**config.mk**
```make
export PLATFORM = sky130hd
export DESIGN_NAME = flash_dma
export DESIGN_NICKNAME = d
export VERILOG_FILES = /design/src/rtl/flash_dma_pkg.sv /design/src/rtl/flash_dma_regs.sv /design/src/rtl/flash_dma.sv
export SDC_FILE = /design/constraint.sdc
export NUM_CORES = 1
export LEC_CHECK = 0
export CORE_MARGIN = 1.5
export CORE_UTILIZATION = 52
export CTS_CLUSTER_DIAMETER = 150
export CTS_CLUSTER_SIZE = 10
export DETAILED_ROUTE_END_ITERATION = 7
export PLACE_DENSITY_LB_ADDON = 0.05
export SKIP_LAST_GASP = 1
export SYNTH_ARGS = -nofsm -noshare
export SYNTH_HDL_FRONTEND = slang
export SYNTH_HIERARCHICAL = 1
export SYNTH_SLANG_ARGS = --single-unit
```
**constraint.sdc**
```tcl
create_clock -name CLK -period 3.28 [get_ports CLK]
set_clock_uncertainty 0.2 [all_clocks]
set_input_delay 0.492 -clock CLK [delete_from_list [all_inputs] [get_ports CLK]]
set_output_delay 0.492 -clock CLK [all_outputs]
set_load 0.02 [all_outputs]
```
**src/rtl/flash_dma_pkg.sv**
```systemverilog
// Shared encodings for the flash-to-memory block copy engine: FSM states,
// CPU register map, CTRL/STATUS bits and the spi_flash register map.
package flash_dma_pkg;

  typedef enum logic [3:0] {
    IDLE, WAKE_CMD, WAKE_SETTLE, WAKE_POLL, SET_LO, SET_HI, GO,
    SETTLE, POLL, READ, MEM_WR, NEXT, FINISH
  } state_t;

  localparam int REG_FL_LO    = 0;
  localparam int REG_FL_HI    = 1;
  localparam int REG_MEM_ADDR = 2;
  localparam int REG_COUNT    = 3;
  localparam int REG_CTRL     = 4;
  localparam int REG_STATUS   = 5;

  localparam int CTRL_START    = 0;
  localparam int CTRL_WAKE     = 1;
  localparam int CTRL_CLR_DONE = 2;
  localparam int CTRL_ABORT    = 3;
  localparam int CTRL_IRQ_EN   = 4;

  localparam int FL_REG_ADDR_LO = 0;
  localparam int FL_REG_ADDR_HI = 1;
  localparam int FL_REG_CMD     = 2;
  localparam int FL_REG_DATA    = 3;
  localparam int FL_REG_STATUS  = 4;

  localparam int FL_CMD_READ = 0;
  localparam int FL_CMD_WAKE = 1;
  localparam int FL_STAT_DONE = 0;

  localparam int FL_ADDR_W = 23;
  localparam int FL_HI_W   = FL_ADDR_W - 16;

  localparam int SETTLE_LEN = 3;

endpackage

```
**src/rtl/flash_dma_regs.sv**
```systemverilog
// CPU-visible register file: working address/count registers, CTRL decode,
// STATUS read mux and the busy lock that freezes the working registers.
module flash_dma_regs
  import flash_dma_pkg::*;
#(
  parameter int BITS          = 16,
  parameter int ADDRESS_BITS  = 8,
  parameter int MEM_ADDR_BITS = 16
) (
  input  logic                     clk,
  input  logic                     rstb,
  input  logic [ADDRESS_BITS-1:0]  address,
  input  logic [BITS-1:0]          data_in,
  input  logic                     wr,
  input  logic                     advance,
  input  logic                     finish,
  output logic [BITS-1:0]          data_out,
  output logic                     start,
  output logic                     wake,
  output logic                     busy,
  output logic                     abort_pend,
  output logic                     irq,
  output logic [FL_ADDR_W-1:0]     fl_addr,
  output logic [MEM_ADDR_BITS-1:0] mem_addr,
  output logic                     count_zero,
  output logic                     last_word
);

  logic [BITS-1:0] count;
  logic            done;
  logic            aborted;
  logic            irq_en;
  logic            ctrl_wr;

  assign ctrl_wr    = wr && (address == ADDRESS_BITS'(REG_CTRL));
  assign start      = ctrl_wr && data_in[CTRL_START] && !busy;
  assign wake       = data_in[CTRL_WAKE];
  assign irq        = done & irq_en;
  assign count_zero = (count == '0);
  assign last_word  = (count == BITS'(1));

  always_ff @(posedge clk) begin
    if (!rstb) begin
      fl_addr    <= '0;
      mem_addr   <= '0;
      count      <= '0;
      busy       <= 1'b0;
      done       <= 1'b0;
      aborted    <= 1'b0;
      abort_pend <= 1'b0;
      irq_en     <= 1'b0;
    end else begin
      if (advance) begin
        fl_addr  <= fl_addr + FL_ADDR_W'(1);
        mem_addr <= mem_addr + MEM_ADDR_BITS'(1);
        count    <= count - BITS'(1);
      end else if (wr && !busy) begin
        case (address)
          ADDRESS_BITS'(REG_FL_LO):    fl_addr[15:0] <= data_in[15:0];
          ADDRESS_BITS'(REG_FL_HI):    fl_addr[FL_ADDR_W-1:16] <= data_in[FL_HI_W-1:0];
          ADDRESS_BITS'(REG_MEM_ADDR): mem_addr <= MEM_ADDR_BITS'(data_in);
          ADDRESS_BITS'(REG_COUNT):    count <= data_in;
          default: ;
        endcase
      end
      if (ctrl_wr) begin
        irq_en <= data_in[CTRL_IRQ_EN];
        if (start) begin
          busy       <= 1'b1;
          done       <= 1'b0;
          aborted    <= 1'b0;
          abort_pend <= 1'b0;
        end else begin
          if (data_in[CTRL_ABORT] && busy) abort_pend <= 1'b1;
          if (data_in[CTRL_CLR_DONE] && !busy) done <= 1'b0;
        end
      end
      // An abort arriving in the FINISH cycle itself is dropped.
      if (finish) begin
        busy       <= 1'b0;
        done       <= 1'b1;
        aborted    <= abort_pend;
        abort_pend <= 1'b0;
      end
    end
  end

  always_comb begin
    data_out = '0;
    case (address)
      ADDRESS_BITS'(REG_FL_LO):    data_out = BITS'(fl_addr[15:0]);
      ADDRESS_BITS'(REG_FL_HI):    data_out = BITS'(fl_addr[FL_ADDR_W-1:16]);
      ADDRESS_BITS'(REG_MEM_ADDR): data_out = BITS'(mem_addr);
      ADDRESS_BITS'(REG_COUNT):    data_out = count;
      ADDRESS_BITS'(REG_STATUS):   data_out = BITS'({irq_en, aborted, done, busy});
      default: ;
    endcase
  end

endmodule

```
**src/rtl/flash_dma.sv**
```systemverilog
// Block-copy engine: reads consecutive 16-bit words through the spi_flash
// register port and writes them to memory over a req/ack write port.
module flash_dma
  import flash_dma_pkg::*;
#(
  parameter int BITS          = 16,
  parameter int ADDRESS_BITS  = 8,
  parameter int MEM_ADDR_BITS = 16
) (
  input  logic                     CLK,
  input  logic                     RSTb,
  input  logic [ADDRESS_BITS-1:0]  ADDRESS,
  input  logic [BITS-1:0]          DATA_IN,
  output logic [BITS-1:0]          DATA_OUT,
  input  logic                     WR,
  output logic [ADDRESS_BITS-1:0]  FL_ADDRESS,
  output logic [BITS-1:0]          FL_DATA_IN,
  output logic                     FL_WR,
  input  logic [BITS-1:0]          FL_DATA_OUT,
  output logic [MEM_ADDR_BITS-1:0] M_ADDR,
  output logic [BITS-1:0]          M_DATA,
  output logic                     M_REQ,
  input  logic                     M_ACK,
  output logic                     IRQ
);

  state_t                   state, state_nxt;
  logic [1:0]               settle_cnt;
  logic                     settling, settle_done;
  logic [BITS-1:0]          rd_data;
  logic                     start, wake, busy, abort_pend;
  logic                     advance, finish, count_zero, last_word;
  logic [FL_ADDR_W-1:0]     fl_addr;
  logic [MEM_ADDR_BITS-1:0] mem_addr;

  flash_dma_regs #(
    .BITS(BITS), .ADDRESS_BITS(ADDRESS_BITS), .MEM_ADDR_BITS(MEM_ADDR_BITS)
  ) u_regs (
    .clk(CLK), .rstb(RSTb), .address(ADDRESS), .data_in(DATA_IN), .wr(WR),
    .advance(advance), .finish(finish), .data_out(DATA_OUT), .start(start),
    .wake(wake), .busy(busy), .abort_pend(abort_pend), .irq(IRQ),
    .fl_addr(fl_addr), .mem_addr(mem_addr), .count_zero(count_zero),
    .last_word(last_word)
  );

  assign settling    = (state == WAKE_SETTLE) || (state == SETTLE);
  assign settle_done = (settle_cnt == 2'(SETTLE_LEN - 1));
  assign M_ADDR      = mem_addr;
  assign M_DATA      = rd_data;

  always_ff @(posedge CLK) begin
    if (!RSTb) begin
      state      <= IDLE;
      settle_cnt <= '0;
      rd_data    <= '0;
    end else begin
      state      <= state_nxt;
      settle_cnt <= (settling && !settle_done) ? settle_cnt + 2'd1 : 2'd0;
      if (state == READ) rd_data <= FL_DATA_OUT;
    end
  end

  always_comb begin
    state_nxt  = state;
    FL_WR      = 1'b0;
    FL_ADDRESS = ADDRESS_BITS'(FL_REG_STATUS);
    FL_DATA_IN = '0;
    M_REQ      = 1'b0;
    advance    = 1'b0;
    finish     = 1'b0;
    case (state)
      IDLE:
        if (start) state_nxt = wake ? WAKE_CMD : (count_zero ? FINISH : SET_LO);
      WAKE_CMD: begin
        FL_WR                   = 1'b1;
        FL_ADDRESS              = ADDRESS_BITS'(FL_REG_CMD);
        FL_DATA_IN[FL_CMD_WAKE] = 1'b1;
        state_nxt               = WAKE_SETTLE;
      end
      WAKE_SETTLE:
        if (settle_done) state_nxt = WAKE_POLL;
      WAKE_POLL:
        if (FL_DATA_OUT[FL_STAT_DONE]) state_nxt = count_zero ? FINISH : SET_LO;
      SET_LO: begin
        FL_WR      = 1'b1;
        FL_ADDRESS = ADDRESS_BITS'(FL_REG_ADDR_LO);
        FL_DATA_IN = BITS'(fl_addr[15:0]);
        state_nxt  = SET_HI;
      end
      SET_HI: begin
        FL_WR      = 1'b1;
        FL_ADDRESS = ADDRESS_BITS'(FL_REG_ADDR_HI);
        FL_DATA_IN = BITS'(fl_addr[FL_ADDR_W-1:16]);
        state_nxt  = GO;
      end
      GO: begin
        FL_WR                   = 1'b1;
        FL_ADDRESS              = ADDRESS_BITS'(FL_REG_CMD);
        FL_DATA_IN[FL_CMD_READ] = 1'b1;
        state_nxt               = SETTLE;
      end
      // The settle wait keeps the previous command's done bit from being seen.
      SETTLE:
        if (settle_done) state_nxt = POLL;
      POLL:
        if (FL_DATA_OUT[FL_STAT_DONE]) state_nxt = READ;
      READ: begin
        FL_ADDRESS = ADDRESS_BITS'(FL_REG_DATA);
        state_nxt  = MEM_WR;
      end
      MEM_WR: begin
        M_REQ = 1'b1;
        if (M_ACK) state_nxt = NEXT;
      end
      NEXT: begin
        advance   = 1'b1;
        state_nxt = (last_word || abort_pend) ? FINISH : SET_LO;
      end
      FINISH: begin
        finish    = 1'b1;
        state_nxt = IDLE;
      end
      default: state_nxt = IDLE;
    endcase
  end

endmodule
```
==> results of run 1 <==
[power by group through the flow]
stage          Clock (mW)  Combinational, mW  Sequential, mW
2_1_floorplan           0              0.463            1.07
3_3_place_gp            0              0.655            1.07
3_5_place_dp            0              0.670            1.08
4_1_cts             0.760              0.672            1.05
5_1_grt             0.807              0.727            1.06
6_report            0.755              0.681            1.05
[stage by stage]
| step | utilization, % | worst slack [ns] |
|---|---|---|
| global route | 69.26 | 0.08074 |
| floorplan | - | 0.4587 |
| detailed placement | 67.26 | -0.05162 |
| global placement | 67.26 | 0.005832 |
| finish | 69.26 | 0.1321 |
| CTS | 69.19 | 0.02458 |
[cell usage in the layout, fill, tap and decap left out, types with 14 or more instances in the layout]
| master | n |
|---|---|
| nand2_1 | 77 |
| a21oi_1 | 59 |
| nor2_1 | 75 |
| and2_1 | 17 |
| nand3_1 | 34 |
| buf_4 | 25 |
| and3_1 | 14 |
| clkdlybuf4s50_1 | 109 |
| nand4_1 | 17 |
| mux2i_1 | 23 |
| nor3_1 | 33 |
| o21ai_0 | 14 |
| dfxtp_1 | 82 |
[per-layer routing]
layer	part of all wire [%]	global-route usage (%)
met1	42	44.67
met2	45	54.04
met3	8.3	6.613
met4	5.3	19.28
met5	0	0
[flip-flops by register name (all words and copies together), names as in the netlist]
| register | cells |
|---|---|
| u_regs/irq_en | 1 |
| u_regs/done | 1 |
| u_regs/fl_addr | 23 |
| u_regs/mem_addr | 16 |
| u_regs/abort_pend | 1 |
| u_regs/count | 16 |
| state | 4 |
| u_regs/aborted | 1 |
| settle_cnt | 2 |
| u_regs/busy | 1 |
| M_DATA | 16 |
[worst paths after layout]
| check | from | endpoint | slack [ns] | cells after the start |
|---|---|---|---|---|
| hold reg to reg | settle_cnt[0]$_SDFF_PN0_ | settle_cnt[0]$_SDFF_PN0_ | 0.22 | 1 |
| setup / recovery | ADDRESS[0] | DATA_OUT[5] | 0.13 | 5 |
| setup reg to reg | state[2]$_SDFFE_PN0P_ | u_regs/fl_addr[19]$_SDFFE_PN0P_ | 0.50 | 8 |
| hold / removal | settle_cnt[0]$_SDFF_PN0_ | settle_cnt[0]$_SDFF_PN0_ | 0.22 | 1 |
[cells by family after synthesis]
kind of cell | count (synthesis) | synth area share [%]
AOI/OAI and AO/OA | 166 | 21.04
other | 1 | 0.06985
DFF | 82 | 30.58
buffers and inverters | 64 | 6.175
adders and majority gates | 5 | 1.165
xor gates and xnor gates | 7 | 1.142
muxes | 34 | 8.063
and+or+nand+nor | 335 | 31.76
[cell type report]
type / count / area [µm²] / area share, %
clock inverter: 6 / 66.31 / 0.9663
multi-input combinational: 552 / 3435 / 50.05
inverter: 14 / 52.55 / 0.7657
sequential: 82 / 1642 / 23.92
timing repair buffer: 141 / 1374 / 20.02
clock buffer: 10 / 127.6 / 1.860
tap: 133 / 166.4 / 2.425
[timing repair]
item / CTS / global route
buffers inserted: 0 / 0
resized for setup: 5 / 1
setup endpoints to repair: 11 / 9
==> metrics.yaml, run 1 <==
finish:
  final_cells: 938
  final.fill_count: 849
  n_antenna_cell: 0
  area.growth.synth_to_final_pct: 27.83
  layout-drive-gt1-share_pct: 10.31
  final_cell_area_um2: 6863
  fin_nets: 849
grt:
  antenna_found_initial: 0
  grt_pass1_wl_mm: 29.68
  overflow: 0
  first_global_vias: 5487
  grt_util_all_layers_pct: 34.53
  grt_max_degree: 44
power_and_ir_drop:
  combPwrFrac_pct: 27.3
  power.internal_mw: 1.684
  p_leak_nw: 2.329
  p_sw_uw: 806.2
  p_clk_share_pct: 30.3
  powerDensity_nw_per_um2: 362.9
  swShare_pct: 32.37
  p_seq_share_pct: 42.3
  finalPower_mw: 2.490
  ir_worst_vdd_v: 0.0004904
synth:
  yosysTopAreaCellShare_pct: 30.58
  synth_area_um2: 5369
  synth_warnings: 6
  synthTopCellsByArea: "dfxtp_1 (31%), a21oi_1 (5.5%), nand2_1 (5.5%)"
  ys_seq_area_share_pct: 30.58
  ys_types: 76
  async_reset_ff_share_pct: 0
  ys_ff_latch: 82
  yosysMostFrequentCell: "dfxtp_1"
  ys.flop_type: "dfxtp_1"
  yosys.area.top_type: "dfxtp_1"
  synth-edff-count: 0
  avgSynthCellArea_um2: 7.736
  yosys-top-cells-count: "dfxtp_1 (82), nand2_1 (78), nor2_1 (76), a21oi_1 (59), nand3_1 (34)"
  syn_inst: 694
clock_network:
  cts_sinks: 82
  cts_buffers: 9
  clkSlewWorstSetupHoldPaths_ns: 0.08
  clock_path_buffers: 2
  clk_latency_ns: 0.37
  cts_root_buf: "clkbuf_8"
  h-tree-depth: 3
  postCtsHoldBufs: 0
  cts_tree: "yes"
sta:
  max_freq_mhz: 317.7
  post-route-period-util_pct: 95.97
  final-setup-viol-count: 0
  worstMarginPinSlew_ns: 0.6333
  rsz0062_at_grt: "no"
  maxSlewViolCount: 0
  hold_viol_final: 0
  max_slew_margin_pct: 57.73
  whs_ns: 0.2224
  setup_tns_ns: 0
  fin_crit_ns: 3.148
job:
  maxCapViolCount: 0
worst_setup_path:
  cpMaxStageDelayCell: "clkdlybuf4s50_1"
  cp_common_cell: "clkdlybuf4s50_1"
  arrival_ns: 2.46
  cp_max_fo: 24
  start_kind: "primary input"
  crit_required_ns: 2.59
  crit_path_max_incr_delay_ns: 0.55
  crit_family: "buffers and inverters"
  critical_path.cell_chain: "clkdlybuf4s50_1 -> buf_12 -> mux4_2 -> and3_1 -> clkdlybuf4s50_1"
  endpoint_kind: "primary output"
  crit_buf_inv: 3
  path_class: "in2out"
drt:
  routed_wl_mm: 19.23
  antenna_left: 0
  drc: 0
  first_pass_iters: 5
  viasPerCell: 6.380
  wl_per_cell_um: 20.50
  drt_iter0_markers: 571
  num_vias: 5984
die:
  coreArea_um2: 9910
  die_h_um: 104.6
  die_w_um: 104.6
  pin_count: 119
  initial_core_util_pct: 54.18
  die_area_um2: 10940
  rows: 36
place:
  hpwlAfterDp_mm: 13.90
  dpl_cell_area_um2: 6665
  numPortBuffers: 113
  place_congestion: 1.010
  dp_cells: 922
status:
  status: "finished, final reports clean"
worst_hold_path:
  hp-class: "reg2reg"
No activity file was read; power rests on OpenSTA's default activity.
==> run 2: changes to the inputs <==
==> constraint.sdc (replaced) <==
create_clock -name CLK -period 3.1 [get_ports CLK]
set_clock_uncertainty 0.2 [all_clocks]
set_input_delay 0.465 -clock CLK [delete_from_list [all_inputs] [get_ports CLK]]
set_output_delay 0.465 -clock CLK [all_outputs]
set_load 0.02 [all_outputs]
==> metrics.yaml, run 2 (same netlist as run 1, synthesis figures left out) <==
drt:
  first_pass_iters: 8  # was 5
  drc: 0  # unchanged
  wl_per_cell_um: 20.18  # was 20.50 µm
  routed_wl_mm: 19.12  # was 19.23 mm
  drt_iter0_markers: 521  # was 571
  viasPerCell: 6.376  # was 6.380
  num_vias: 6038  # was 5,984
  antenna_left: 0  # unchanged
power_and_ir_drop:
  power.internal_mw: 1.780  # was 1.684 mW
  p_seq_share_pct: 42.4  # was 42.3%
  p_leak_nw: 2.373  # was 2.329 nW
  finalPower_mw: 2.632  # was 2.490 mW
  p_sw_uw: 851.2  # was 806.2 µW
  swShare_pct: 32.34  # was 32.37%
  powerDensity_nw_per_um2: 379.4  # was 362.9 nW/µm²
  p_clk_share_pct: 30.3  # about the same
  combPwrFrac_pct: 27.4  # was 27.3%
  ir_worst_vdd_v: 0.0003545  # was 0.0004904 V
worst_hold_path:
  hp-class: "reg2reg"  # unchanged
status:
  status: "finished, final reports clean"  # unchanged
clock_network:
  cts_root_buf: "clkbuf_8"  # unchanged
  cts_sinks: 82  # unchanged
  cts_buffers: 9  # unchanged
  clk_latency_ns: 0.38  # was 0.37 ns
  h-tree-depth: 3  # unchanged
  clkSlewWorstSetupHoldPaths_ns: 0.08  # about the same
  cts_tree: "yes"  # unchanged
  clock_path_buffers: 2  # unchanged
sta:
  post-route-period-util_pct: 98.92
  maxSlewViolCount: 0  # unchanged
  max_freq_mhz: 326.1
  rsz0062_at_grt: "yes"  # was no
  hold_viol_final: 0  # unchanged
  fin_crit_ns: 3.067
  max_slew_margin_pct: 55.25  # was 57.73%
  worstMarginPinSlew_ns: 0.6652  # was 0.6333 ns
  final-setup-viol-count: 0  # unchanged
die:
  die_w_um: 104.6  # unchanged
  rows: 36  # unchanged
  die_h_um: 104.6  # unchanged
  initial_core_util_pct: 54.18  # unchanged
  pin_count: 119  # unchanged
  die_area_um2: 10940  # unchanged
  coreArea_um2: 9910  # unchanged
worst_setup_path:
  cp_max_fo: 14  # was 24
  start_kind: "primary input"  # unchanged
  arrival_ns: 2.40  # was 2.46 ns
  crit_required_ns: 2.43  # was 2.59 ns
  endpoint_kind: "primary output"  # unchanged
  path_class: "in2out"  # unchanged
place:
  dp_cells: 931  # was 922
  hpwlAfterDp_mm: 13.91  # was 13.90 mm
  numPortBuffers: 113  # unchanged
  place_congestion: 0.9685  # was 1.010
finish:
  fin_nets: 858  # was 849
  layout-drive-gt1-share_pct: 11.55  # was 10.31%
  top_register: "u_regs/fl_addr"  # unchanged
  final.fill_count: 823  # was 849
  final_cells: 947  # was 938
  multi_input_area_um2: 3436  # was 3435 µm²
  final_cell_mix: "clkdlybuf4s50_1 (109), dfxtp_1 (82), nand2_1 (77)"  # unchanged
  seq_area_um2: 1642  # unchanged
  n_antenna_cell: 0  # unchanged
  largest_reg_flops: 23  # unchanged
  final_common_cell: "clkdlybuf4s50_1"  # unchanged
  area.growth.synth_to_final_pct: 29.18  # was 27.83%
grt:
  grt_pass1_wl_mm: 29.53  # was 29.68 mm
  grt_max_degree: 44  # unchanged
  overflow: 0  # unchanged
  grt_util_all_layers_pct: 34.24  # was 34.53%
  first_global_vias: 5663  # was 5,487
  antenna_found_initial: 0  # unchanged
job:
  maxCapViolCount: 0  # unchanged
## run 2: changes by cell type in the layout (fill, tap and decap cells not counted), sizes merged
cell	delta
buf	+9
clkinv	+4
clkdlybuf4s15	+3
dlygate4sd2	-3
clkinvlp	-2
clkbuf	-1
inv	-1
## run 2: worst max-delay path: stages
cell and delay (ns):
clkdlybuf4s50_1 0.50, buf_12 0.16, mux4_2 0.52, and3_1 0.20, clkdlybuf4s50_1 0.55
## run 2: metal layers
| layer | global-route usage (%) | vias to the layer above | part of all wire, % |
|---|---|---|---|
| met5 | 0 | - | 0 |
| met4 | 19.57 | 0 | 4.5 |
| met3 | 4.866 | 60 | 9.0 |
| met2 | 55.17 | 381 | 46 |
| met1 | 43.87 | 2820 | 41 |
| li1 | - | 2777 | - |
## run 2: through the flow
| stage | setup TNS [ns] | hold WS (ns) | setup slack, ns | cell area [µm²] | util (%) |
|---|---|---|---|---|---|
| after floorplan | 0 | 0.1925 | 0.3057 | 5384 | - |
| after global placement | -1.033 | 0.2006 | -0.1196 | 6733 | 67.94 |
| after detailed placement | -2.351 | 0.2098 | -0.1776 | 6733 | 67.94 |
| after CTS | 0 | 0.2214 | 0.04007 | 6930 | 69.94 |
| after global routing | -0.01713 | 0.2538 | -0.01440 | 6935 | 69.99 |
| final | 0 | 0.2175 | 0.03342 | 6935 | 69.99 |
## run 2: path summary, 6_finish.rpt
check	start	cells past startpoint	slack, ns	endpoint
max reg2reg	state[2]$_SDFFE_PN0P_	8	0.50	u_regs/count[13]$_SDFFE_PN0P_
max	ADDRESS[0]	5	0.03	DATA_OUT[5]
min	settle_cnt[0]$_SDFF_PN0_	1	0.22	settle_cnt[0]$_SDFF_PN0_
min reg2reg	settle_cnt[0]$_SDFF_PN0_	1	0.22	settle_cnt[0]$_SDFF_PN0_
## run 2: area by class of cell
cell class / instances / area share (%)
well taps: 133 / 2.399
flip-flops and latches: 82 / 23.67
inverters: 14 / 0.7577
clock inverters: 7 / 1.010
clock buffers: 9 / 1.786
multi-input cells: 552 / 49.54
repair buffers: 150 / 20.84
## run 2: repair_timing
item / CTS / global route
buffers inserted: 0 / 0
setup endpoints to repair: 13 / 6
resized for setup: 6 / 4
hold buffers: 0 / 0
## run 2: power by group through the flow
| stage | logic (mW) | registers [mW] | clock network [mW] |
|---|---|---|---|
| 5_1_grt | 0.771 | 1.12 | 0.845 |
| 3_5_place_dp | 0.709 | 1.14 | 0 |
| 3_3_place_gp | 0.695 | 1.14 | 0 |
| 2_1_floorplan | 0.490 | 1.13 | 0 |
| 4_1_cts | 0.713 | 1.11 | 0.800 |
| 6_report | 0.720 | 1.11 | 0.797 |
==> run 3: changes to the inputs <==
--- a/config.mk
+++ b/config.mk
@@ -10,7 +10,7 @@
 export CTS_CLUSTER_DIAMETER = 150
 export CTS_CLUSTER_SIZE = 10
 export DETAILED_ROUTE_END_ITERATION = 7
-export PLACE_DENSITY_LB_ADDON = 0.05
+export PLACE_DENSITY = 0.87
 export SKIP_LAST_GASP = 1
 export SYNTH_ARGS = -nofsm -noshare
 export SYNTH_HDL_FRONTEND = slang
==> metrics.yaml, run 3 (same netlist as run 1, synthesis figures left out) <==
status:
  status: "finished, final reports clean"  # unchanged
drt:
  wl_per_cell_um: 19.77  # was 20.18 µm
  num_vias: 6002  # was 6,038
  first_pass_iters: 7  # was 8
  routed_wl_mm: 18.75  # was 19.12 mm
  drt_iter0_markers: 534  # was 521
  viasPerCell: 6.331  # was 6.376
  antenna_left: 0  # unchanged
  drc: 0  # unchanged
power_and_ir_drop:
  p_clk_share_pct: 30.9  # was 30.3%
  swShare_pct: 31.78  # was 32.34%
  p_sw_uw: 838.9  # was 851.2 µW
  p_leak_nw: 2.401  # was 2.373 nW
  power.internal_mw: 1.801  # was 1.780 mW
  powerDensity_nw_per_um2: 381.3  # was 379.4 nW/µm²
  combPwrFrac_pct: 26.8  # was 27.4%
  p_seq_share_pct: 42.3  # was 42.4%
  ir_worst_vdd_v: 0.0002751  # was 0.0003545 V
grt:
  grt_max_degree: 44  # unchanged
  antenna_found_initial: 0  # unchanged
  overflow: 0  # unchanged
  grt_util_all_layers_pct: 34.26  # was 34.24%
  first_global_vias: 5696  # was 5,663
  grt_pass1_wl_mm: 29.58  # was 29.53 mm
finish:
  n_antenna_cell: 0  # unchanged
  area.growth.synth_to_final_pct: 28.94  # was 29.18%
  final_common_cell: "clkdlybuf4s50_1"  # unchanged
  fin_nets: 860  # was 858
  largest_reg_flops: 23  # unchanged
  utilization_pct: 69.86  # was 69.99%
  top_register: "u_regs/fl_addr"  # unchanged
  final_cell_mix: "clkdlybuf4s50_1 (108), dfxtp_1 (82), nand2_1 (77)"  # was clkdlybuf4s50_1 (109), dfxtp_1 (82), nand2_1 (77)
  layout-drive-gt1-share_pct: 11.41  # was 11.55%
sta:
  max_slew_margin_pct: 57.89  # was 55.25%
  rsz0062_at_grt: "yes"  # unchanged
  worstMarginPinSlew_ns: 0.6259  # was 0.6652 ns
  hold_viol_final: 0  # unchanged
  fin_crit_ns: 3.062  # was 3.067 ns
  max_freq_mhz: 326.6  # was 326.1 MHz
  post-route-period-util_pct: 98.77  # was 98.92%
  final-setup-viol-count: 0  # unchanged
  setup_tns_ns: 0  # unchanged
  maxSlewViolCount: 0  # unchanged
place:
  place_congestion: 1.028  # was 0.9685
  numPortBuffers: 113  # unchanged
  hpwlAfterDp_mm: 13.98  # was 13.91 mm
clock_network:
  cts_root_buf: "clkbuf_8"  # unchanged
  clk_latency_ns: 0.38  # about the same
  clkSlewWorstSetupHoldPaths_ns: 0.08  # about the same
  cts_sinks: 82  # unchanged
  h-tree-depth: 3  # unchanged
  postCtsHoldBufs: 0  # unchanged
  clock_path_buffers: 2  # unchanged
  cts_tree: "yes"  # unchanged
  cts_buffers: 9  # unchanged
die:
  pin_count: 119  # unchanged
  initial_core_util_pct: 54.18  # unchanged
  rows: 36  # unchanged
  die_h_um: 104.6  # unchanged
  die_area_um2: 10940  # unchanged
  coreArea_um2: 9910  # unchanged
  die_w_um: 104.6  # unchanged
worst_setup_path:
  crit_path_max_incr_delay_ns: 0.59  # was 0.55 ns
  rr_worst_depth: 7  # was 8
  crit_required_ns: 2.43  # about the same
  crit_buf_inv: 2  # was 3
  start_kind: "primary input"  # unchanged
  timing.rr.end: "u_regs/count[11]$_SDFFE_PN0P_"  # was u_regs/count[13]$_SDFFE_PN0P_
  path_class: "in2out"  # unchanged
  rrSetupSlack_ns: 0.52  # was 0.50 ns
  r2r_start: "state[3]$_SDFFE_PN0P_"  # was state[2]$_SDFFE_PN0P_
  cp_max_fo: 4  # was 14
  crit_family: "simple AND/OR/NAND/NOR gates"  # was buffers and inverters
  cpMaxStageDelayCell: "or4_1"  # was clkdlybuf4s50_1
  arrival_ns: 2.40  # about the same
  critical_path.cell_chain: "clkdlybuf4s50_1 -> or4_1 -> nor2_1 -> and4_1 -> a22o_1 -> dlygate4sd2_1"  # was clkdlybuf4s50_1 -> buf_12 -> mux4_2 -> and3_1 -> clkdlybuf4s50_1
  endpoint_kind: "primary output"  # unchanged
worst_hold_path:
  whs_endpoint: "settle_cnt[0]$_SDFF_PN0_"  # unchanged
  hold_path_depth: 1  # unchanged
  min_from: "settle_cnt[0]$_SDFF_PN0_"  # unchanged
  hp-class: "reg2reg"  # unchanged
job:
  maxCapViolCount: 0  # unchanged
==> run 3: how the worst max path moves through the flow <==
stage                                  endpoint  startpoint  slack (ns)  cells after the start
after detailed placement  state[3]$_SDFFE_PN0P_  ADDRESS[5]       -0.25                     11
final                               DATA_OUT[3]  ADDRESS[5]        0.04                      6
after global placement              DATA_OUT[1]  ADDRESS[5]       -0.16                      6
after CTS                          DATA_OUT[11]  ADDRESS[5]       0.006                      5
after floorplan           state[0]$_SDFFE_PN0P_  ADDRESS[5]        0.31                      9
after global routing                DATA_OUT[1]  ADDRESS[5]      -0.008                      7
==> run 3: per-layer routing <==
layer	vias to the layer above	track usage, %	wire, µm
li1	2771	-	-
met1	2825	43.86	7858
met2	349	55.64	8500
met3	57	6.363	1634
met4	0	16.44	753
met5	-	0	0
==> run 3: power by group through the flow <==
stage	clock network, mW	registers (mW)	logic (mW)
CTS	0.820	1.12	0.697
global placement	0	1.14	0.682
finish	0.816	1.12	0.707
global route	0.875	1.12	0.761
detailed placement	0	1.14	0.695
floorplan	0	1.13	0.490
==> run 3: final cells by class <==
class	instances	area, µm²
multi-input combinational	552	3428
fill	819	2987
sequential	82	1642
timing repair buffer	152	1434
tap	133	166.4
clock buffer	10	137.6
clock inverter	5	62.56
inverter	14	52.55
==> run 3: what timing repair did <==
action | 4_1_cts | 5_1_grt
setup endpoints to repair | 7 | 11
gates cloned | 0 | 0
gates resized for setup | 5 | 3
setup buffers | 0 | 0
==> run 3: per-stage QoR <==
step | cell area, µm² | cells | setup slack [ns] | total power [mW] | hold WS [ns]
6_report | 6923 | 948 | 0.03821 | 2.640 | 0.2117
5_1_grt | 6923 | 948 | -0.007528 | 2.759 | 0.2445
4_1_cts | 6908 | 948 | 0.006088 | 2.634 | 0.2172
3_5_place_dp | 6710 | 933 | -0.2470 | 1.836 | 0.2056
3_3_place_gp | 6710 | 933 | -0.1620 | 1.821 | 0.2003
2_1_floorplan | 5384 | 698 | 0.3057 | 1.619 | 0.1925
